==> src/rtl/bus_datapath_seq.sv <==
// ============================================================================
// Module      : bus_datapath_seq
// Description : Single-bus CPU datapath with built-in T-state sequencer,
//               req/ack memory port and debug register read-out.
//               Optional multiplier enabled by macro DATAPATH_MUL_EN.
// Revision    : 1.0 - initial release
// ============================================================================
`default_nettype none

module bus_datapath_seq #(
    parameter int WIDTH   = 32,
    parameter int NREGS   = 16,
    parameter int SHAMT_W = $clog2(WIDTH)
) (
    input  logic                     clock,
    input  logic                     clear,
    output logic [WIDTH-1:0]         mem_addr,
    output logic [WIDTH-1:0]         mem_wdata,
    input  logic [WIDTH-1:0]         mem_rdata,
    output logic                     mem_rd,
    output logic                     mem_wr,
    input  logic                     mem_ack,
    output logic                     halted,
    output logic                     illegal_op,
    output logic [WIDTH-1:0]         pc,
    output logic [WIDTH-1:0]         ir,
    input  logic [$clog2(NREGS)-1:0] dbg_sel,
    output logic [WIDTH-1:0]         dbg_data
);

    localparam int c_REG_AW = $clog2(NREGS);
    localparam int c_RA_LSB = WIDTH - 5 - c_REG_AW;
    localparam int c_RB_LSB = c_RA_LSB - c_REG_AW;
    localparam int c_RC_LSB = c_RB_LSB - c_REG_AW;

    localparam logic [3:0] c_F0  = 4'd0;
    localparam logic [3:0] c_F1  = 4'd1;
    localparam logic [3:0] c_F2  = 4'd2;
    localparam logic [3:0] c_E0  = 4'd3;
    localparam logic [3:0] c_E1  = 4'd4;
    localparam logic [3:0] c_E2  = 4'd5;
    localparam logic [3:0] c_M1  = 4'd6;
    localparam logic [3:0] c_M2  = 4'd7;
    localparam logic [3:0] c_HLT = 4'd8;

    localparam logic [4:0] c_OP_ADD  = 5'd0;
    localparam logic [4:0] c_OP_SUB  = 5'd1;
    localparam logic [4:0] c_OP_AND  = 5'd2;
    localparam logic [4:0] c_OP_OR   = 5'd3;
    localparam logic [4:0] c_OP_SHL  = 5'd4;
    localparam logic [4:0] c_OP_SHR  = 5'd5;
    localparam logic [4:0] c_OP_NOT  = 5'd6;
    localparam logic [4:0] c_OP_MUL  = 5'd7;
    localparam logic [4:0] c_OP_MFHI = 5'd8;
    localparam logic [4:0] c_OP_MFLO = 5'd9;
    localparam logic [4:0] c_OP_LD   = 5'd10;
    localparam logic [4:0] c_OP_ST   = 5'd11;
    localparam logic [4:0] c_OP_LDI  = 5'd12;
    localparam logic [4:0] c_OP_HALT = 5'd31;

    logic [3:0]          r_state;
    logic [3:0]          w_stateNext;
    logic [WIDTH-1:0]    r_regs [NREGS];
    logic [WIDTH-1:0]    r_pc, r_ir, r_mar, r_mdr, r_y, r_zHi, r_zLo, r_hi, r_lo;
    logic [4:0]          w_op;
    logic [c_REG_AW-1:0] w_ra, w_rb, w_rc;
    logic [WIDTH-1:0]    w_imm, w_raData, w_rbData, w_rcData, w_aluHi, w_aluLo;
    logic                w_legal, w_useAlu;

    assign w_op     = r_ir[WIDTH-1 -: 5];
    assign w_ra     = r_ir[c_RA_LSB +: c_REG_AW];
    assign w_rb     = r_ir[c_RB_LSB +: c_REG_AW];
    assign w_rc     = r_ir[c_RC_LSB +: c_REG_AW];
    assign w_raData = r_regs[w_ra];
    assign w_rbData = r_regs[w_rb];
    assign w_rcData = r_regs[w_rc];

    always_comb begin
        w_imm = '0;
        w_imm[c_RA_LSB-1:0] = r_ir[c_RA_LSB-1:0];
    end

    always_comb begin
        w_legal = 1'b0;
        case (w_op)
            c_OP_ADD, c_OP_SUB, c_OP_AND, c_OP_OR, c_OP_SHL, c_OP_SHR, c_OP_NOT,
            c_OP_MFHI, c_OP_MFLO, c_OP_LD, c_OP_ST, c_OP_LDI, c_OP_HALT: w_legal = 1'b1;
`ifdef DATAPATH_MUL_EN
            c_OP_MUL: w_legal = 1'b1;
`endif
            default: w_legal = 1'b0;
        endcase
    end

    // Opcodes 0..7 all take the Y/Z path; MUL only counts when it is legal.
    assign w_useAlu = w_legal && (w_op <= c_OP_MUL);

    always_comb begin
        w_aluHi = '0;
        w_aluLo = '0;
        case (w_op)
            c_OP_ADD: w_aluLo = r_y + w_rcData;
            c_OP_SUB: w_aluLo = r_y - w_rcData;
            c_OP_AND: w_aluLo = r_y & w_rcData;
            c_OP_OR:  w_aluLo = r_y | w_rcData;
            c_OP_SHL: w_aluLo = r_y << w_rcData[SHAMT_W-1:0];
            c_OP_SHR: w_aluLo = r_y >> w_rcData[SHAMT_W-1:0];
            c_OP_NOT: w_aluLo = ~r_y;
`ifdef DATAPATH_MUL_EN
            c_OP_MUL: {w_aluHi, w_aluLo} = {{WIDTH{1'b0}}, r_y} * {{WIDTH{1'b0}}, w_rcData};
`endif
            default: w_aluLo = '0;
        endcase
    end

    always_comb begin
        w_stateNext = r_state;
        case (r_state)
            c_F0: w_stateNext = c_F1;
            c_F1: w_stateNext = mem_ack ? c_F2 : c_F1;
            c_F2: w_stateNext = c_E0;
            c_E0: begin
                if (!w_legal)                               w_stateNext = c_F0;
                else if (w_useAlu)                          w_stateNext = c_E1;
                else if (w_op == c_OP_LD || w_op == c_OP_ST) w_stateNext = c_M1;
                else if (w_op == c_OP_HALT)                 w_stateNext = c_HLT;
                else                                        w_stateNext = c_F0;
            end
            c_E1: w_stateNext = c_E2;
            c_E2: w_stateNext = c_F0;
            c_M1: begin
                if (mem_ack) w_stateNext = (w_op == c_OP_LD) ? c_M2 : c_F0;
            end
            c_M2:  w_stateNext = c_F0;
            c_HLT: w_stateNext = c_HLT;
            default: w_stateNext = c_F0;
        endcase
    end

    always_ff @(posedge clock or negedge clear) begin
        if (!clear) r_state <= c_F0;
        else        r_state <= w_stateNext;
    end

    always_ff @(posedge clock or negedge clear) begin
        if (!clear) begin
            for (int i = 0; i < NREGS; i++) r_regs[i] <= '0;
            r_pc  <= '0;
            r_ir  <= '0;
            r_mar <= '0;
            r_mdr <= '0;
            r_y   <= '0;
            r_zHi <= '0;
            r_zLo <= '0;
            r_hi  <= '0;
            r_lo  <= '0;
        end else begin
            case (r_state)
                c_F0: begin
                    r_mar <= r_pc;
                    r_zLo <= r_pc + 1'b1;
                    r_pc  <= r_pc + 1'b1;
                end
                c_F1: if (mem_ack) r_mdr <= mem_rdata;
                c_F2: r_ir <= r_mdr;
                c_E0: begin
                    if (w_useAlu) r_y <= w_rbData;
                    case (w_op)
                        c_OP_MFHI: r_regs[w_ra] <= r_hi;
                        c_OP_MFLO: r_regs[w_ra] <= r_lo;
                        c_OP_LDI:  r_regs[w_ra] <= w_imm;
                        c_OP_LD:   r_mar <= w_rbData;
                        c_OP_ST: begin
                            r_mar <= w_rbData;
                            r_mdr <= w_raData;
                        end
                        default: ;
                    endcase
                end
                c_E1: begin
                    r_zHi <= w_aluHi;
                    r_zLo <= w_aluLo;
                end
                c_E2: begin
                    if (w_op == c_OP_MUL) begin
                        r_hi <= r_zHi;
                        r_lo <= r_zLo;
                    end else begin
                        r_regs[w_ra] <= r_zLo;
                    end
                end
                c_M1: if (mem_ack && w_op == c_OP_LD) r_mdr <= mem_rdata;
                c_M2: r_regs[w_ra] <= r_mdr;
                default: ;
            endcase
        end
    end

    // Requests decode straight from the state so reset drops them immediately.
    assign mem_rd     = (r_state == c_F1) || (r_state == c_M1 && w_op == c_OP_LD);
    assign mem_wr     = (r_state == c_M1) && (w_op == c_OP_ST);
    assign mem_addr   = r_mar;
    assign mem_wdata  = r_mdr;
    assign halted     = (r_state == c_HLT);
    assign illegal_op = (r_state == c_E0) && !w_legal;
    assign pc         = r_pc;
    assign ir         = r_ir;
    assign dbg_data   = r_regs[dbg_sel];

endmodule

`default_nettype wire

==> config.mk <==
export PLATFORM = sky130hd
export DESIGN_NAME = bus_datapath_seq
export DESIGN_NICKNAME = d
export VERILOG_FILES = /design/src/rtl/bus_datapath_seq.sv
export SDC_FILE = /design/constraint.sdc
export NUM_CORES = 2
export LEC_CHECK = 0
export CORE_MARGIN = 3
export CORE_UTILIZATION = 35
export DETAILED_ROUTE_END_ITERATION = 7
export SLEW_MARGIN = 10
export SYNTH_ARGS = -nofsm -noshare
export SYNTH_HDL_FRONTEND = slang
export SYNTH_SLANG_ARGS = --single-unit
==> constraint.sdc <==
create_clock -name clock -period 7.9 [get_ports clock]
set_input_delay 1.185 -clock clock [delete_from_list [all_inputs] [get_ports clock]]
set_output_delay 1.185 -clock clock [all_outputs]
set_load 0.01 [all_outputs]
After elaboration in Yosys (flattened, before gate mapping)
Memories as Yosys holds them, arrays and structs flattened.
Cells that the tools add are included.
W data, S select, Z words.
{"block": "classes", "mux": 37, "bitwise_logic": 9, "order_cmp": 6, "n_shift": 2, "n_eq_ne": 28, "n_reduce_logical": 21, "addsub": 3}
{"operator": "$pmux W512 S3", "count": 2}
{"operator": "$bwmux W512", "count": 4}
{"operator": "$and A512 B512 Y512", "count": 1}
{"operator": "$bmux W32 S4", "count": 4}
{"operator": "$mux W512", "count": 1}
{"operator": "$not A512 Y512", "count": 1}
{"operator": "$mux W32", "count": 13}
{"operator": "$pmux W32 S7", "count": 1}
{"operator": "$demux W32 S4", "count": 1}
{"operator": "$pmux W32 S2", "count": 2}
{"operator": "$pmux W32 S3", "count": 1}
{"operator": "$add A32 B1 Y32 const B", "count": 1}
{"operator": "$add A32 B32 Y32", "count": 1}
{"operator": "$and A32 B32 Y32", "count": 1}
{"operator": "$not A32 Y32", "count": 1}
{"operator": "$or A32 B32 Y32", "count": 1}
{"operator": "$shl A32 B5 Y32", "count": 1}
{"operator": "$shr A32 B5 Y32", "count": 1}
{"operator": "$sub A32 B32 Y32", "count": 1}
{"operator": "$pmux W4 S7", "count": 1}
{"operator": "$eq A5 B4 Y1 const B", "count": 5}
{"operator": "$eq A5 B3 Y1 const B", "count": 4}
{"operator": "$ge A5 B5 Y1 const B", "count": 4}
{"operator": "$mux W4", "count": 5}
{"operator": "other kinds (25)", "count": 48}
{"block": "totals", "mem_bits_ro": 32, "in_bits": 39, "memories": 1, "out_inout_bits": 164, "word_cells": 131, "regBits": 740}
{"name": "(no name shown)", "words": 32, "width": 1, "read_ports": 1, "rd_ports_with_merged_regs": 0, "write_ports": 0, "line": "85", "source": "case (w_op)"}

Logic depth before layout (Yosys ltp)
{"block": "logic_depth", "ltp_word": 9, "mapped_depth": 34, "ltp_nobuf": 23}

Worst setup path before layout
Ideal clock, no wire load.
{"block": "synth_timing", "path_type": "register to register", "start": "reg r_ir[15] (netlist: ir[15])", "end": "reg r_zLo[29]", "setup_time_ns": 0.137, "t_arrival_ns": 6.586, "setup_slack_ns": 1.178, "required_time_ns": 7.763, "synth_period_minus_slack_ns": 6.722, "stages_incl_launch_ff": 32, "n_path_buf": 10, "cell_sequence": "dfrtp_1 -> buf_6 -> buf_12 -> buf_12 -> buf_12 -> buf_4 -> buf_6 -> mux4_2 -> a22oi_1 -> nand2_1 -> inv_1 -> buf_2 -> buf_2 -> buf_1 -> ha_1 -> nor3b_1 -> and2b_1 -> nand4b_1 -> or2_1 -> clkbuf_1 -> o31ai_1 -> xnor2_1 -> ha_1 -> a21oi_1 -> nand2_1 -> nor3_1 -> o21ai_0 -> a2111oi_0 -> o21bai_1 -> a211o_1 -> a311oi_1 -> o211ai_1"}
{"block": "synth_between", "elab_chain_len": 7, "word_cells_on_any_way": 12, "cone_classes": "2 x add/sub; 2 x shift; 5 x mux; 3 x bitwise"}
{"element": "start, declared", "line": "64", "source": "logic [WIDTH-1:0] r_pc, r_ir, r_mar, r_mdr, r_y, r_zHi, r_zLo, r_hi, r_lo;"}
{"element": "start signal, assigned", "line": "165", "source": "c_F2: r_ir <= r_mdr;"}
{"element": "$not A4 Y5 (implied by the code) (*)", "line": "76", "source": "assign w_rcData = r_regs[w_rc];"}
{"element": "$bmux W32 S4 (*)", "line": "76"}
{"element": "$mux W32 (implied by the code) (*) (2 in series)", "line": "76"}
{"element": "$sub A32 B32 Y32 (tied with other cells)", "line": "103", "source": "c_OP_SUB: w_aluLo = r_y - w_rcData;"}
{"element": "$pmux W32 S7 (*)", "line": "101", "source": "case (w_op)"}
{"element": "$pmux W32 S2 (*)", "line": "158", "source": "case (r_state)"}
{"element": "end signal, assigned", "line": "161", "source": "r_zLo <= r_pc + 1'b1;"}
{"element": "end signal, assigned", "line": "182", "source": "r_zLo <= w_aluLo;"}
{"element": "end, declared", "line": "64"}
Every way passes the cells marked *; elsewhere a longest branch is shown, timed or not. The select of a mux whose other input is x is not followed.
A chain may end at the register's enable or synchronous reset.

Final worst setup path
{"block": "layout_timing", "start": "reg r_ir[16] (netlist: ir[16])", "end": "reg r_zLo[29]"}
Same word-level chain as after synthesis.

==> key figures <==
Run status
  – Status: completed

Critical path
  – Critical path class: reg2reg
  – CP startpoint: ir[16]
  – Reg2Reg Capture Point: r_zLo[29]
  – Critical Path End Type: flop
  – Worst path cell trace: buf_4, mux4_2, mux4_2, nor4_2, nand4b_1, or2_2, nand2_1, xor2_1, ha_1, a21o_1, a31oi_1, o21ai_0, a21oi_1, o21ai_0, a2111oi_0, o21bai_1, a211o_1, a311oi_1, o211ai_1
  – Worst Path Required: 8.47 ns
  – FF-to-FF setup slack: 0.66 ns
  – WP data arrival: 7.81 ns
  – Startpoint types: flop
  – Slowest CP cell: dfrtp_4
  – Crit path to: r_zLo[29]
  – Largest fanout on the critical path: 63
  – Worst Reg2Reg Path Length in Cells: 19
  – Worst path max stage delay: 1.09 ns
  – Reg-to-reg startpoint: ir[16]

Power and ir drop
  – Max VDD drop: 0.2103 mV
  – Leak Pwr: 23.62 nW
  – PwrDens: 400.3 mW/mm2

Min path
  – Hold crit path type: reg2reg

Floorplanning
  – # rows: 141
  – Die width: 392.9 um
  – Initial core utilization: 35.35%
  – Die height: 392.9 um
  – Die area: 0.1544 mm2
  – Core area: 0.1482 mm2
  – Ports: 203

Synth
  – Syn nets: 4919
  – Mapped Cells: 4843
  – Asr flop ratio synth: 100.0%
  – Post-synthesis register bit count: 740
  – Post-synth EDFFs: 0
  – Yosys warnings: 0
  – Post-Syn Area: 0.05239 mm2
  – Register area share after synthesis: 35.35%
  – Post-synthesis cell type count: 78
  – Synth Area per Inst: 10.82 um2
  – Predominant post-synthesis flop cell: dfrtp_1

Run
  – Max Cap Viol: 0

Global routing
  – Initial antenna violation count: 13
  – Vias in the first global route: 43280
  – Grt ovf: 0
  – Largest net degree at the start of global routing: 161
  – First-pass GRT wire length: 312.2 mm
  – Total track usage: 27.50%

Drt
  – WL per Instance: 31.58 um
  – # DRC: 0
  – Drt first pass iters: 8
  – Drt via density: 6.594
  – Drt initial violations: 6121
  – Vias after detailed routing: 44840
  – Antenna-violating nets left: 0
  – Total wire length: 214.8 mm

STA
  – Setup WS post-layout: 0.6615 ns
  – Actual slew at the worst max-slew pin: 1.278 ns
  – RSZ-0062 raised after global routing: false
  – Relative slew margins: 14.22%
  – Post-route clock period utilization: 91.63%
  – Final min period: 7.238 ns
  – Fin Hold WS: 0.4828 ns
  – Setup violations, final: 0
  – F_max: 138.2 MHz
  – Layout Skew: 0.05658 ns
  – Hold Vio Cnt, Final: 0
  – Slew Viols, Final: 0
  – Setup TNS Final: 0 ns

Clocking
  – Clk_lat worst skew: 0.74 ns
  – Post CTS Setup Buffer Count: 0
  – TritonCTS buffer count: 88
  – PostCTS Resize Cnt: 0
  – Hold_buf cts: 0
  – Clock Sinks: 740
  – Root buffer selected by CTS: clkbuf_16
  – Clock buffer depth: 3
  – CTS tree: built
  – Number of H-tree levels: 3
  – Clock Pin Slew Worst Setup and Hold Paths: 0.06 ns

Layout
  – Fillers: 14190
  – P&R area growth vs syn: 13.33%
  – Nets: 4870
  – Layout cells sized above 1: 22.97%

Placement
  – Final HPWL DP: 144.4 mm
  – Place WS: 0.8831 ns
  – GPL Wtd Cong: 1.040
  – PortBufs: 202
==> cell type report <==
cell class                      instances  area [um2]  share of cell area (%)
Inverter                               16       60.06                  0.1012
Antenna cell                            3       7.507                 0.01264
Timing Repair Buffer                  352        3226                   5.433
Clock buffer                          116        2531                   4.263
Clock inverter                         48       535.5                  0.9020
Sequential cell                       740       18550                   31.25
Multi-Input combinational cell       3596       32040                   53.97
Tap cell                             1930        2415                   4.067
==> metal layers <==
| metal | global-route usage, % | up-vias | wire length [um] |
|---|---|---|---|
| met3 | 9.388 | 567 | 27500 |
| met1 | 36.03 | 22810 | 81500 |
| met2 | 40.84 | 2923 | 94290 |
| met5 | 0 | - | 77 |
| li1 | - | 18530 | - |
| met4 | 13.06 | 14 | 11420 |
==> metrics by stage <==
step / util (%) / cells / power (mW) / instance area [um2]
5_1_grt: 40.06 / 6798 / 24.81 / 59360
6_report: 40.06 / 6801 / 23.77 / 59370
3_3_place_gp: 37.99 / 6634 / 18.99 / 56300
4_1_cts: 40.06 / 6798 / 23.50 / 59360
3_5_place_dp: 37.99 / 6634 / 19.10 / 56300
2_1_floorplan: - / 4843 / 14.36 / 52390
==> worst max-delay path, delay by kind of cell, from the launching register on <==
family | cells | cell delay [ns]
AND/OR/NAND/NOR | 4 | 1.43
AO/OA/AOI/OAI | 10 | 2.62
XOR/XNOR | 1 | 0.20
buffers and inverters | 1 | 0.47
adder cells (fa/ha/maj) | 1 | 0.32
flip-flops | 1 | 1.09
multiplexers | 2 | 0.91
==> synth_stat cells, types with 6 or more instances <==
| cell | n | area (um2) |
|---|---|---|
| a22o_1 | 8 | 70.07 |
| o211ai_1 | 20 | 150.1 |
| a211oi_1 | 20 | 150.1 |
| mux2_2 | 146 | 1644 |
| or3_1 | 16 | 100.1 |
| nand4_1 | 14 | 87.58 |
| buf_4 | 6 | 45.04 |
| nand3_1 | 46 | 230.2 |
| a21oi_1 | 354 | 1772 |
| a22oi_1 | 49 | 367.9 |
| nor4_1 | 8 | 50.05 |
| nor2b_1 | 12 | 75.07 |
| nor3_1 | 56 | 280.3 |
| inv_1 | 16 | 60.06 |
| mux2i_1 | 198 | 1982 |
| o22a_1 | 104 | 910.9 |
| mux4_1 | 24 | 630.6 |
| a222oi_1 | 7 | 70.07 |
| a32oi_1 | 6 | 52.55 |
| o221ai_1 | 10 | 87.58 |
| nand2b_1 | 14 | 87.58 |
| o21a_1 | 6 | 45.04 |
| xnor2_1 | 62 | 543.0 |
| buf_1 | 82 | 307.8 |
| and2_1 | 8 | 50.05 |
| ha_1 | 36 | 450.4 |
| a21o_1 | 15 | 112.6 |
| mux4_2 | 577 | 12990 |
| buf_2 | 33 | 165.2 |
| o21ai_0 | 597 | 2988 |
| clkbuf_1 | 360 | 1351 |
| and3_1 | 26 | 162.7 |
| dfrtp_1 | 740 | 18520 |
| a211o_1 | 7 | 61.31 |
| o311ai_0 | 8 | 70.07 |
| a221o_1 | 30 | 300.3 |
| a221oi_1 | 42 | 367.9 |
| o31ai_1 | 11 | 82.58 |
| nor2_1 | 213 | 799.5 |
| xor2_1 | 53 | 464.2 |
| o22ai_1 | 15 | 93.84 |
| o21bai_1 | 7 | 52.55 |
| a31oi_1 | 18 | 112.6 |
| nand2_1 | 686 | 2575 |
==> cells in the final DEF, fill, tap and decap left out, types with 44 or more instances in the layout <==
master           count
dfrtp_1            729
nand2_1            665
o21ai_0            595
mux4_2             577
a21oi_1            354
nor2_1             211
mux2i_1            197
clkdlybuf4s50_1    197
mux2_2             146
buf_4              145
o22a_1             104
clkbuf_16           91
xnor2_1             62
xor2_1              53
a22oi_1             48
nand3_1             46
nor3_1              44
==> registers in the layout, summed over array words and instances (netlist names) <==
register and count:
ir 32, mem_addr 32, mem_wdata 32, pc 32, r_lo 32, r_regs 512, r_state 4, r_y 32
r_zLo 32
==> where the power goes <==
part           internal, mW  switching [mW]
clock                  2.53            1.83
combinational          5.38            7.71
sequential             4.65            1.67
==> worst min path at each step <==
stage	from	endpoint	slack (ns)	cells after the start
6_report	mem_addr[24]	mem_addr[24]	0.48	2
5_1_grt	r_lo[9]	r_lo[9]	0.51	1
4_1_cts	mem_addr[18]	mem_addr[18]	0.49	2
3_5_place_dp	mem_addr[24]	mem_addr[24]	0.47	2
3_3_place_gp	mem_addr[4]	mem_addr[4]	0.46	2
2_1_floorplan	r_lo[23]	r_lo[23]	0.48	1
==> cells by family (layout without fill, tap and decap cells) <==
logic type	Yosys count	after routing	share of synthesized area, %
mux	945	945	32.93
flops	740	740	35.35
xor+xnor	115	115	1.923
compound gates	1374	1374	15.94
fa+ha+maj	37	37	0.8981
buf+inv	507	532	3.960
simple gates	1125	1125	9.002
other cells	0	3	0
Power figures use the tool's default switching activity.
